$ cat src/rtl/move_judger_pkg.sv
// move_judger_pkg: result, cell, side and direction codes shared by the move judger
package move_judger_pkg;
  localparam logic [1:0] JUDGER_NONE    = 2'b00;
  localparam logic [1:0] JUDGER_VALID   = 2'b01;
  localparam logic [1:0] JUDGER_WIN     = 2'b10;
  localparam logic [1:0] JUDGER_INVALID = 2'b11;
  localparam logic [1:0] CELL_EMPTY = 2'b00;
  localparam logic [1:0] CELL_RED   = 2'b01;
  localparam logic [1:0] CELL_GREEN = 2'b10;
  localparam logic SIDE_RED   = 1'b0;
  localparam logic SIDE_GREEN = 1'b1;
  localparam logic SCAN_POS = 1'b0;
  localparam logic SCAN_NEG = 1'b1;
  localparam logic [1:0] DIR_H    = 2'd0;
  localparam logic [1:0] DIR_V    = 2'd1;
  localparam logic [1:0] DIR_DIAG = 2'd2;
  localparam logic [1:0] DIR_ANTI = 2'd3;
  typedef enum logic [2:0] {IDLE, C_ISSUE, C_SAMPLE, STEP, S_ISSUE, S_SAMPLE, EVAL, DONE} state_t;
  function automatic logic [1:0] cell_of(input logic color);
    return (color == SIDE_GREEN) ? CELL_GREEN : CELL_RED;
  endfunction
endpackage

$ cat src/rtl/move_judger_dir_step.sv
// judger_dir_step: one step of the cursor along a scan direction, flagging steps that leave the board
module judger_dir_step
  import move_judger_pkg::*;
#(
  parameter int EDGE_ADDR_BITS = 3
) (
  input  logic [EDGE_ADDR_BITS-1:0] cx,
  input  logic [EDGE_ADDR_BITS-1:0] cy,
  input  logic [1:0]                dir,
  input  logic                      side,
  output logic [EDGE_ADDR_BITS-1:0] nx,
  output logic [EDGE_ADDR_BITS-1:0] ny,
  output logic                      off_board
);
  localparam int W = EDGE_ADDR_BITS + 1;
  localparam logic [W-1:0] ONE = W'(1);
  logic [W-1:0] dx, dy, sx, sy;
  // pick the per-direction delta; the negative side walks the opposite way
  always_comb begin
    dx = '0;
    dy = '0;
    case (dir)
      DIR_H:    dx = ONE;
      DIR_V:    dy = ONE;
      DIR_DIAG: begin dx = ONE; dy = ONE; end
      default:  begin dx = ONE; dy = -ONE; end
    endcase
    if (side == SCAN_NEG) begin
      dx = -dx;
      dy = -dy;
    end
  end
  assign sx = {1'b0, cx} + dx;
  assign sy = {1'b0, cy} + dy;
  assign nx = sx[W-2:0];
  assign ny = sy[W-2:0];
  assign off_board = sx[W-1] | sy[W-1];
endmodule

$ cat src/rtl/move_judger.sv
// move_judger: judges a gomoku move as invalid, valid or winning by scanning RAM; MOVE_JUDGER_EXACT_LEN_EN makes only exact-length runs win
module move_judger
  import move_judger_pkg::*;
#(
  parameter int EDGE_ADDR_BITS = 3,
  parameter int DATA_BITS      = 2,
  parameter int WIN_LEN        = 5
) (
  input  logic                        clk,
  input  logic                        rst_n,
  input  logic                        en,
  input  logic                        color,
  input  logic [2*EDGE_ADDR_BITS-1:0] pos,
  output logic [2*EDGE_ADDR_BITS-1:0] ram_rd_addr,
  input  logic [DATA_BITS-1:0]        ram_data,
  output logic [1:0]                  result,
  output logic                        done
);
  localparam int EW = EDGE_ADDR_BITS;
  localparam int AW = 2 * EDGE_ADDR_BITS;
  localparam int RUN_MAX = 2 * (WIN_LEN - 1) + 1;
  localparam int RW = $clog2(RUN_MAX + 1);
`ifdef MOVE_JUDGER_EXACT_LEN_EN
  localparam int SIDE_LIM = WIN_LEN;
`else
  localparam int SIDE_LIM = WIN_LEN - 1;
`endif
  localparam int CW = $clog2(SIDE_LIM + 1);
  state_t state, state_d;
  logic [AW-1:0] pos_q, pos_d, cur, cur_d, addr_d;
  logic color_q, color_d, side, side_d, off, end_side, win;
  logic [1:0] dir, dir_d, result_d;
  logic [RW-1:0] run, run_d;
  logic [CW-1:0] cnt, cnt_d;
  logic [EW-1:0] nx, ny;
  judger_dir_step #(.EDGE_ADDR_BITS(EW)) u_step (
    .cx(cur[EW-1:0]), .cy(cur[AW-1:EW]), .dir(dir), .side(side),
    .nx(nx), .ny(ny), .off_board(off)
  );
`ifdef MOVE_JUDGER_EXACT_LEN_EN
  assign win = run == RW'(WIN_LEN);
`else
  assign win = run >= RW'(WIN_LEN);
`endif
  assign done = (state == DONE) && en;
  // next-state and datapath updates; dropping en anywhere outside IDLE aborts without a result
  always_comb begin
    state_d = state;
    pos_d = pos_q;
    color_d = color_q;
    cur_d = cur;
    addr_d = ram_rd_addr;
    dir_d = dir;
    side_d = side;
    run_d = run;
    cnt_d = cnt;
    result_d = result;
    end_side = 1'b0;
    if (state != IDLE && !en) begin
      state_d = IDLE;
      result_d = JUDGER_NONE;
    end else begin
      case (state)
        IDLE: if (en) begin
          pos_d = pos;
          color_d = color;
          addr_d = pos;
          state_d = C_ISSUE;
        end
        C_ISSUE: state_d = C_SAMPLE;
        C_SAMPLE: if (ram_data != CELL_EMPTY) begin
          result_d = JUDGER_INVALID;
          state_d = DONE;
        end else begin
          dir_d = DIR_H;
          run_d = RW'(1);
          side_d = SCAN_POS;
          cur_d = pos_q;
          cnt_d = '0;
          state_d = STEP;
        end
        STEP: if (off || cnt == CW'(SIDE_LIM)) begin
          end_side = 1'b1;
        end else begin
          addr_d = {ny, nx};
          state_d = S_ISSUE;
        end
        S_ISSUE: state_d = S_SAMPLE;
        S_SAMPLE: if (ram_data == cell_of(color_q)) begin
          run_d = run + RW'(run != RW'(RUN_MAX));
          cnt_d = cnt + CW'(1);
          cur_d = ram_rd_addr;
          state_d = STEP;
        end else begin
          end_side = 1'b1;
        end
        EVAL: if (win) begin
          result_d = JUDGER_WIN;
          state_d = DONE;
        end else if (dir == DIR_ANTI) begin
          result_d = JUDGER_VALID;
          state_d = DONE;
        end else begin
          dir_d = dir + 2'd1;
          run_d = RW'(1);
          side_d = SCAN_POS;
          cur_d = pos_q;
          cnt_d = '0;
          state_d = STEP;
        end
        DONE: state_d = DONE;
        default: state_d = IDLE;
      endcase
      if (end_side) begin
        cur_d = pos_q;
        cnt_d = '0;
        side_d = SCAN_NEG;
        state_d = (side == SCAN_POS) ? STEP : EVAL;
      end
    end
  end
  // state, scan counters, RAM address and result registers
  always_ff @(posedge clk or negedge rst_n) begin
    if (!rst_n) begin
      state <= IDLE;
      pos_q <= '0;
      color_q <= 1'b0;
      cur <= '0;
      ram_rd_addr <= '0;
      dir <= '0;
      side <= SCAN_POS;
      run <= '0;
      cnt <= '0;
      result <= JUDGER_NONE;
    end else begin
      state <= state_d;
      pos_q <= pos_d;
      color_q <= color_d;
      cur <= cur_d;
      ram_rd_addr <= addr_d;
      dir <= dir_d;
      side <= side_d;
      run <= run_d;
      cnt <= cnt_d;
      result <= result_d;
    end
  end
endmodule
$ cat config.mk
export PLATFORM = sky130hd
export DESIGN_NAME = move_judger
export DESIGN_NICKNAME = d
export VERILOG_FILES = /design/src/rtl/move_judger_pkg.sv /design/src/rtl/move_judger_dir_step.sv /design/src/rtl/move_judger.sv
export SDC_FILE = /design/constraint.sdc
export NUM_CORES = 1
export LEC_CHECK = 0
export ABC_AREA = 0
export CAP_MARGIN = 20
export CORE_UTILIZATION = 42
export CTS_CLUSTER_SIZE = 30
export DETAILED_ROUTE_END_ITERATION = 10
export GPL_TIMING_DRIVEN = 1
export PLACE_DENSITY = 0.58
export SYNTH_ARGS = -nofsm -noshare
export SYNTH_HDL_FRONTEND = slang
export SYNTH_HIERARCHICAL = 1
export SYNTH_SLANG_ARGS = --single-unit
export TNS_END_PERCENT = 30
$ cat constraint.sdc
create_clock -name clk -period 3.2 [get_ports clk]
set_input_delay 0.96 -clock clk [delete_from_list [all_inputs] [get_ports clk]]
set_output_delay 0.96 -clock clk [all_outputs]
set_load 0.005 [all_outputs]
Word-level counts from Yosys, hierarchy flattened --
Index checks and enable logic that the tools add are counted.
Word-level totals: register bits after elaboration 34, input port bits 12, output and inout port bits 9, logic and storage cells 124
Cells by class: $add $sub $neg 7, magnitude comparators 1, equality and inequality tests 28, multiplexer cells 53, bitwise logic cells 2, reductions and logical operators 23
Operator list (number):
- 3-bit 2-to-1 mux | 14
- 6-bit 2-to-1 mux | 7
- 4-bit 2-to-1 mux | 6
- 3-bit one-hot mux with 8 select lines | 1
- 4-bit inequality test (second input constant) | 5
- 6-bit one-hot mux with 3 select lines | 1
- 2-bit 2-to-1 mux | 8
- 3-bit equality test (second input constant) | 5
- 3-bit inequality test (second input constant) | 5
- 2-bit inequality test (second input constant) | 6
- 4-bit one-hot mux with 3 select lines | 1
- 6-bit one-hot mux with 2 select lines | 1
- 6-bit AND reduction | 2
- 3-bit nonzero test | 4
- 5-bit AND reduction | 2
- 3-bit one-hot mux with 3 select lines | 1
- 3-bit AND reduction | 3
- 3-bit by 4-bit adder with 4-bit output | 2
- 1-bit 2-to-1 mux | 8
- 4-bit negation | 2
- 2-bit one-hot mux with 2 select lines | 2
- 4-bit one-hot mux with 2 select lines | 1
- 3-bit by 2-bit equality test with 1-bit output (second input constant) | 2
- 2-bit nonzero test | 3
- other kinds (19) | 22

Longest topological paths before layout --
depth in word-level cells 13, mapped depth 13

Modules after synthesis --
Netlist, hierarchy kept.
Modules (own cells, without submodules):
- move_judger | times used 1, cells an instance 166, area each 1836.8 µm², seq. area each 850.8 µm²
- judger_dir_step | times used 1, cells an instance 28, area each 250.2 µm², seq. area each 0.0 µm²

Worst setup path before layout --
Ideal clock, no wire load.
path kind register to register, start register dir[0], end register cur[0], library setup time 125 ps, arrival 2496 ps, path slack 580 ps, cell stages (with the launch flop) 13, path buffers 0, period minus slack after synthesis 2620 ps, path through dfrtp_1 > inv_1 > ha_1 > mux2_4 > ha_1 > a21oi_1 > nand3_1 > nand4b_1 > a21oi_1 > o211ai_1 > nand2_1 > nor2_4 > mux2_2
Between the ends: word-level cells in the longest chain between the ends 13
RTL lines:
- from (decl) | RTL line move_judger.sv:32 | logic [1:0] dir, dir_d, result_d;
- from (signal assigned) | RTL line move_judger.sv:141 | dir <= dir_d;
- 2-bit by 1-bit equality test with 1-bit output or 2-bit equality test (tied branches) | RTL line move_judger_dir_step.sv:22 | case (dir)
- 2-bit OR reduction (no line)
- 4-bit one-hot mux with 2 select lines | RTL line move_judger_dir_step.sv:22
- 4-bit negation | RTL line move_judger_dir_step.sv:30 | dy = -dy;
- 4-bit 2-to-1 mux | RTL line move_judger_dir_step.sv:28 | if (side == SCAN_NEG) begin
- 3-bit by 4-bit adder with 4-bit output | RTL line move_judger_dir_step.sv:34 | assign sy = {1'b0, cy} + dy;
- 1-bit bitwise OR * | RTL line move_judger_dir_step.sv:37 | assign off_board = sx[W-1] | sy[W-1];
- named net off | RTL line move_judger.sv:31 | logic color_q, color_d, side, side_d, off, end_side, win;
- 1-bit logical OR * | RTL line move_judger.sv:82 | STEP: if (off || cnt == CW'(SIDE_LIM)) begin
- 1-bit 2-to-1 mux * | RTL line move_judger.sv:82
- 1-bit one-hot mux with 2 select lines * | RTL line move_judger.sv:63 | case (state)
- 1-bit 2-to-1 mux * | RTL line move_judger.sv:59 | if (state != IDLE && !en) begin
- 3-bit inequality test (no line) or 4-bit nonzero test (tied branches)
- 6-bit AND reduction (no line)
- to (signal assigned) | RTL line move_judger.sv:139 | cur <= cur_d;
- to (decl) | RTL line move_judger.sv:30 | logic [AW-1:0] pos_q, pos_d, cur, cur_d, addr_d;
Mark *: on every way through the listed nets, which the timed path passes. The rest lies on a longest branch. The select of a mux whose other input is x is not followed. A chain may end at the register's enable or synchronous reset.

Final worst setup path --
start input en, end output done
Between the ends: word-level cells in the longest chain between the ends 1
RTL lines:
- from (decl) | RTL line move_judger.sv:11 | input logic en,
- 1-bit logical AND | RTL line move_judger.sv:45 | assign done = (state == DONE) && en;
- to (decl) | RTL line move_judger.sv:17 | output logic done
Every way passes these cells.

==> impl_metrics.json <==
{
  "initialDrtViolationCount": 73,
  "status": "completed",
  "total_power_mw": 2.062,
  "worst-slew-pin-transition_ns": 0.5814,
  "insertion_delay_ns": 0.28,
  "maxCapViolCount": 0,
  "tritoncts": "yes",
  "cpPeakStageDelay_ns": 0.49,
  "grt_max_degree": 35,
  "finClkSkew_ns": 0.003479,
  "syn-instance-count": 194,
  "cts_buffer_depth": 2,
  "endpoint_kind": "output port",
  "synth_edf_count": 0,
  "die_y_um": 72.49,
  "drt-total-wl_um": 4374,
  "antenna_cells": 0,
  "rsz0062_at_grt": "false",
  "synthTopCellsByArea": "dfrtp_1, mux2_2, ha_1",
  "combPwrFrac_pct": 46.8,
  "gp_congestion": 0.7789,
  "ys_ff_latch": 34,
  "crit_path_top_delay_cell": "clkdlybuf4s50_1",
  "grt.total_usage_pct": 19.21,
  "ant_nets": 0,
  "p_sw_mw": 0.7735,
  "h-tree-depth": 2,
  "vdd_ir_drop_max_uv": 405.4,
  "slew_violations": 0,
  "cts.hold.buffers_added": 0,
  "antenna_found_initial": 0,
  "postCtsSetupBuffers": 0,
  "cts-resized-gates": 0,
  "grt_pass1_vias": 1552,
  "setup_violations": 0,
  "fmax_ghz": 0.3258,
  "relSlewSlack_pct": 61.12,
  "grt_first_pass_wirelength_um": 7507,
  "p_leak_nw": 1.068,
  "synth_top_area_cell": "dfrtp_1",
  "synthToLayoutAreaGrowth_pct": 16.79,
  "p_seq_share_pct": 37.3,
  "fin_setup_tns_ns": 0,
  "hp-class": "register to register",
  "wl_per_cell_um": 15.40,
  "yosysWarnings": 6,
  "route.detailed.drc": 0,
  "synth_top_flop_cell": "dfrtp_1",
  "viasPerCell": 5.303,
  "internal-power_mw": 1.289,
  "synth-async-reset-ratio_pct": 100.0,
  "boundaryPins": 21,
  "cts_num_sinks": 34,
  "place_hpwl_um": 3166,
  "syn_area_mm2": 0.002087,
  "path_buf_inv": 2,
  "cp.required_ns": 2.24,
  "start_util_pct": 43.89,
  "synth_cell_types": 49,
  "period_share_pct": 95.92,
  "startpoint_type": "primary input",
  "power_frac_clock_pct": 15.9,
  "avgSynthCellArea_um2": 10.76,
  "synth_top_area_share_pct": 40.77,
  "crit_top_cell": "clkdlybuf4s50_1",
  "p_sw_share_pct": 37.50,
  "nets": 241,
  "cts_buffers": 5,
  "layout-drive-gt1-share_pct": 19.82,
  "path_class": "primary input to output port",
  "vias": 1506,
  "worstPathArrival_ns": 2.11,
  "hold_viol": 0,
  "core_mm2": 0.004755,
  "overflow": 0,
  "die_w_um": 72.49,
  "crit_fanout": 2,
  "yosysSeqAreaShare_pct": 40.77,
  "syn-num-nets": 219,
  "nFillCells": 454,
  "cts_root_buf": "clkbuf_8",
  "row_count": 25,
  "crit_chain": "clkdlybuf4s50_1 > and4_1 > clkdlybuf4s50_1",
  "timing.final.crit_period_ns": 3.069,
  "firstDrtPassIters": 4,
  "cpLargestDelayFamily": "buffers and inverters",
  "clk_pin_slew_worst_paths_ns": 0.07,
  "die-area_mm2": 0.005255,
  "io_buffers": 20,
  "p_per_area_mw_per_mm2": 846.2
}
## area by class of cell
| type | instances | area [µm²] | share of cell area [%] |
|---|---|---|---|
| Clock buffer | 7 | 86.33 | 3.542 |
| Sequential cell | 34 | 850.8 | 34.91 |
| Inverter | 8 | 30.03 | 1.232 |
| Multi-Input combinational cell | 142 | 1144 | 46.92 |
| Clock inverter | 1 | 5.005 | 0.2053 |
| Timing Repair Buffer | 25 | 237.7 | 9.754 |
| Tap cell | 67 | 83.83 | 3.439 |
## state kept, by name, indices dropped and copies added, names as in the netlist
signal and cells:
ram_rd_addr 6, side 1, cnt 3, state 3
result 2, cur 6, dir 2, pos_q 6
color_q 1, run 4
## routing by layer
| layer | vias to the layer above | part of all wire (%) | GRT usage [%] |
|---|---|---|---|
| li1 | 746 | - | - |
| met1 | 729 | 48 | 24.19 |
| met2 | 25 | 48 | 32.19 |
| met3 | 6 | 3.0 | 4.306 |
| met4 | 0 | 1.5 | 7.190 |
| met5 | - | 0 | 0 |
## path summary, 6_finish.rpt
| kind | start | to | slack [ns] | depth (start not counted) |
|---|---|---|---|---|
| worst max-delay path | en | done | 0.13 | 3 |
| worst min-delay path | ram_rd_addr[2] | ram_rd_addr[2] | 0.51 | 2 |
| worst min register to register | ram_rd_addr[2] | ram_rd_addr[2] | 0.51 | 2 |
| min in group asynchronous | rst_n | pos_q[0] | 1.10 | 2 |
| max in group asynchronous | rst_n | cur[4] | 1.78 | 2 |
| worst max register to register | dir[0] | cur[1] | 0.25 | 12 |
## synthesized netlist by cell type (2+ instances only)
cell type / instances
nor2_1: 6
nand4b_1: 2
mux2_2: 19
nand3b_1: 5
inv_1: 8
nor3_1: 2
nand2b_1: 5
o21ai_0: 17
nor2b_1: 2
nand3_1: 3
a31oi_1: 2
dfrtp_1: 34
xor2_1: 2
o211ai_1: 3
a21oi_1: 6
clkbuf_1: 2
buf_6: 2
ha_1: 12
o31ai_1: 5
mux2i_1: 10
nand2_1: 15
buf_2: 5
## stage by stage
stage	instance area (µm²)	hold slack, ns	std cells	setup slack (ns)	utilization [%]
after global routing	2437	0.5325	284	0.01756	51.26
after detailed placement	2346	0.4953	276	0.1252	49.34
after global placement	2346	0.4764	276	0.1311	49.34
after floorplan	2087	0.4766	194	0.5796	-
final	2437	0.5052	284	0.1306	51.26
after CTS	2437	0.5109	284	0.1237	51.26
## worst reg2reg max path: cells and delay by family, from the launching register on
family	cells	cell delay, ns
muxes	2	0.69
adders and majority gates	2	0.61
and+or+nand+nor	4	0.61
AOI/OAI and AO/OA	3	0.45
DFF	1	0.43
buffers and inverters	1	0.07
## layout by cell type (no fill, tap or decap), types with 2 or more instances in the layout
master / n
clkdlybuf4s50_1: 20
nand3b_1: 5
nor2b_1: 2
nand3_1: 3
a31oi_1: 2
nor2_1: 6
nand4b_1: 2
nand2b_1: 5
a21oi_1: 6
nor3_1: 2
mux2_2: 19
o211ai_1: 3
inv_1: 8
clkbuf_8: 6
o21ai_0: 17
mux2i_1: 10
o31ai_1: 5
dfrtp_1: 34
xor2_1: 2
ha_1: 12
nand2_1: 15
buf_4: 5
## cells by family (layout without fill, tap and decap cells)
group	Yosys count	count (layout)	synth area share, %
adders and majority gates	13	13	8.153
AOI/OAI and AO/OA	44	44	14.69
and+or+nand+nor	52	52	14.93
muxes	30	30	15.77
buffers and inverters	18	41	4.437
xor gates and xnor gates	3	3	1.259
DFF	34	34	40.77
## power groups by stage
| stage | logic (mW) | registers (mW) | clock network, mW |
|---|---|---|---|
| floorplan | 0.735 | 0.717 | 0 |
| global placement | 0.940 | 0.762 | 0 |
| detailed placement | 0.971 | 0.779 | 0 |
| CTS | 0.979 | 0.770 | 0.344 |
| global route | 1.09 | 0.801 | 0.359 |
| finish | 0.966 | 0.768 | 0.328 |
No activity file was read; power rests on OpenSTA's default activity.
==> RTL edit (same flow settings) <==
Re-encode `state_t` (8 states) as one-hot, 8 bits wide.
--- a/src/rtl/move_judger_pkg.sv
+++ b/src/rtl/move_judger_pkg.sv
@@ -17,3 +17,3 @@
   localparam logic [1:0] DIR_ANTI = 2'd3;
-  typedef enum logic [2:0] {IDLE, C_ISSUE, C_SAMPLE, STEP, S_ISSUE, S_SAMPLE, EVAL, DONE} state_t;
+  typedef enum logic [7:0] {IDLE = 8'b00000001, C_ISSUE = 8'b00000010, C_SAMPLE = 8'b00000100, STEP = 8'b00001000, S_ISSUE = 8'b00010000, S_SAMPLE = 8'b00100000, EVAL = 8'b01000000, DONE = 8'b10000000} state_t;
   function automatic logic [1:0] cell_of(input logic color);
Formal check against the unedited RTL: no difference found for any inputs over 10 cycles, from zero or initial values and one cycle with rst_n low; not proved beyond that.
==> RTL edit against the unedited design <==
Non-clock buffer count rose by 6; final area rose by 14%; area after synthesis rose by 11%; sequential share of layout area rose by 0.49 points; routed wire length rose by 7.7%; setup slack got worse by 0.020 ns; highest routed layer unchanged; sequential cell count rose by 5; total power fell by 17%.
==> RTL edit: results (changes against the unedited design) <==
[status]
status = finished clean  ; unchanged

[finish]
antennaDiodeCount = 0  ; unchanged
layout-drive-gt1-share_pct = 23.2  ; was 19.8%
largest_reg_flops = 8
regMostFlops = state
final_nets = 275  ; was 241

[drt]
drt_iter0_markers = 91  ; was 73
drt_wl_total_um = 4710  ; was 4370 um
first_pass_iters = 4  ; unchanged
ant_nets = 0  ; unchanged
dr_total_vias = 1694  ; was 1506
drc = 0  ; unchanged

[yosys]
muxShareOfSynthArea_pct = 13.4  ; was 15.8%
syn-num-nets = 239  ; was 219
synth-xor-area-share_pct = 1.90  ; was 1.26%
synth_flop_cell = dfrtp_1  ; unchanged
netlist_top_cells_area = dfrtp_1, mux2_2, ha_1  ; unchanged
yosysUniqueCellTypes = 53  ; was 49
yosysSeqAreaShare_pct = 42.4  ; was 40.8%
synth_compound_area_share_pct = 12.5  ; was 14.7%
synthArstFlopShare_pct = 100  ; unchanged
ys_warn_count = 6  ; unchanged
synth_fa_ha_area_share_pct = 7.92  ; was 8.15%
yosys-top-cells-count = dfrtp_1, nor2_1, mux2_2, a21oi_1, ha_1  ; was dfrtp_1, mux2_2, o21ai_0, nand2_1, ha_1

[global_route]
antenna_found_initial = 0  ; unchanged
grt_first_pass_wirelength_um = 8180  ; was 7510 um
grt_max_degree = 40  ; was 35
grt_pass1_vias = 1719  ; was 1552
grt_usage_pct = 18.0  ; was 19.2%

[worst_setup_path]
crit_arrival_ns = 2.13  ; was 2.11 ns
rr_endpoint = cur[3]$_DFFE_PN0P_  ; was cur[1]$_DFFE_PN0P_
cp-startpoint = en  ; unchanged
rr_worst_depth = 11  ; was 12
rrSetupSlack_ns = 0.19  ; was 0.25 ns
critPathMaxFanout = 4  ; was 2
crit_end = done  ; unchanged
r2r_start = dir[0]$_DFFE_PN0P_  ; unchanged

[sta]
period_needed_ns = 3.09  ; was 3.07 ns
skew_ns = 0.00890  ; was 0.00348 ns
maxSlewHeadroom_pct = 42.1  ; was 61.1%
hold_ws_ns = 0.511  ; was 0.505 ns

[worst_hold_path]
worstHoldStart = pos_q[5]$_DFFE_PN0P_  ; was ram_rd_addr[2]$_DFFE_PN0P_
hold_class = register to register  ; unchanged

[power_and_ir_drop]
peakVddDrop_uv = 336  ; was 405 uV
power.leakage_nw = 1.25  ; was 1.07 nW

[clock_network]
cts.clk_slew.worst_paths_ns = 0.08
htree_levels = 2  ; unchanged
clock_path_buffers = 2  ; unchanged
cts_inserted_buffers = 5  ; unchanged
clk_latency_ns = 0.29
cts-root-buf = clkbuf_8  ; unchanged

[placement]
pre_cts_slack_ns = 0.102  ; was 0.125 ns
gp_congestion = 0.765  ; was 0.779
numPortBuffers = 20  ; unchanged
hpwlAfterDp_um = 3400  ; was 3170 um

==> RTL edit: power by group <==
part           internal (mW)  switching, mW  leakage, nW
Clock                  0.152          0.178       0.0412
Sequential             0.627          0.112        0.487
Combinational          0.351          0.300        0.718
Total                   1.13          0.589         1.25
==> RTL edit: layout make-up <==
class	instances	area [sq um]
flip-flops and latches	39	980
inverters	10	37.5
well taps	70	87.6
multi-input cells	162	1300
clock buffers	6	72.6
repair buffers	31	278
clock inverters	2	12.5
fillers	470	2440
==> RTL edit: critical path: stages <==
cell,delay (ns)
clkdlybuf4s50_1,0.53
and2_1,0.15
clkdlybuf4s50_1,0.49
==> RTL edit: per-stage QoR <==
stage	instance area, sq um	instances
6_report	2770	320
5_1_grt	2770	320
4_1_cts	2750	318
3_5_place_dp	2650	310
3_3_place_gp	2650	310
2_1_floorplan	2310	213
==> RTL edit: routing by layer <==
metal	global-route usage [%]	vias up	routed length (um)
met5	0	-	0
met4	5.77	0	44
met3	3.23	5	143
met2	29.3	25	2250
met1	24.2	810	2270
li1	-	854	-
==> RTL edit: what timing repair did <==
action                                  4_1_cts  5_1_grt
gates resized for setup                       2        2
setup buffers                                 0        2
pin swaps                                     0        2
endpoints found under the setup margin        1        1
==> RTL edit: worst min path at each step <==
stage,cells after the start,to
2_1_floorplan,1,pos_q[0]$_DFFE_PN0P_
3_3_place_gp,1,pos_q[2]$_DFFE_PN0P_
3_5_place_dp,1,pos_q[0]$_DFFE_PN0P_
4_1_cts,1,pos_q[0]$_DFFE_PN0P_
5_1_grt,1,state[5]$_DFFE_PN0P_
6_report,1,pos_q[5]$_DFFE_PN0P_
==> RTL edit: cell families after synthesis <==
| group | count (synthesis) |
|---|---|
| buffers and inverters | 12 |
| DFF | 39 |
| and+or+nand+nor | 71 |
| xor gates and xnor gates | 5 |
| adders and majority gates | 14 |
| AOI/OAI and AO/OA | 44 |
| muxes | 28 |
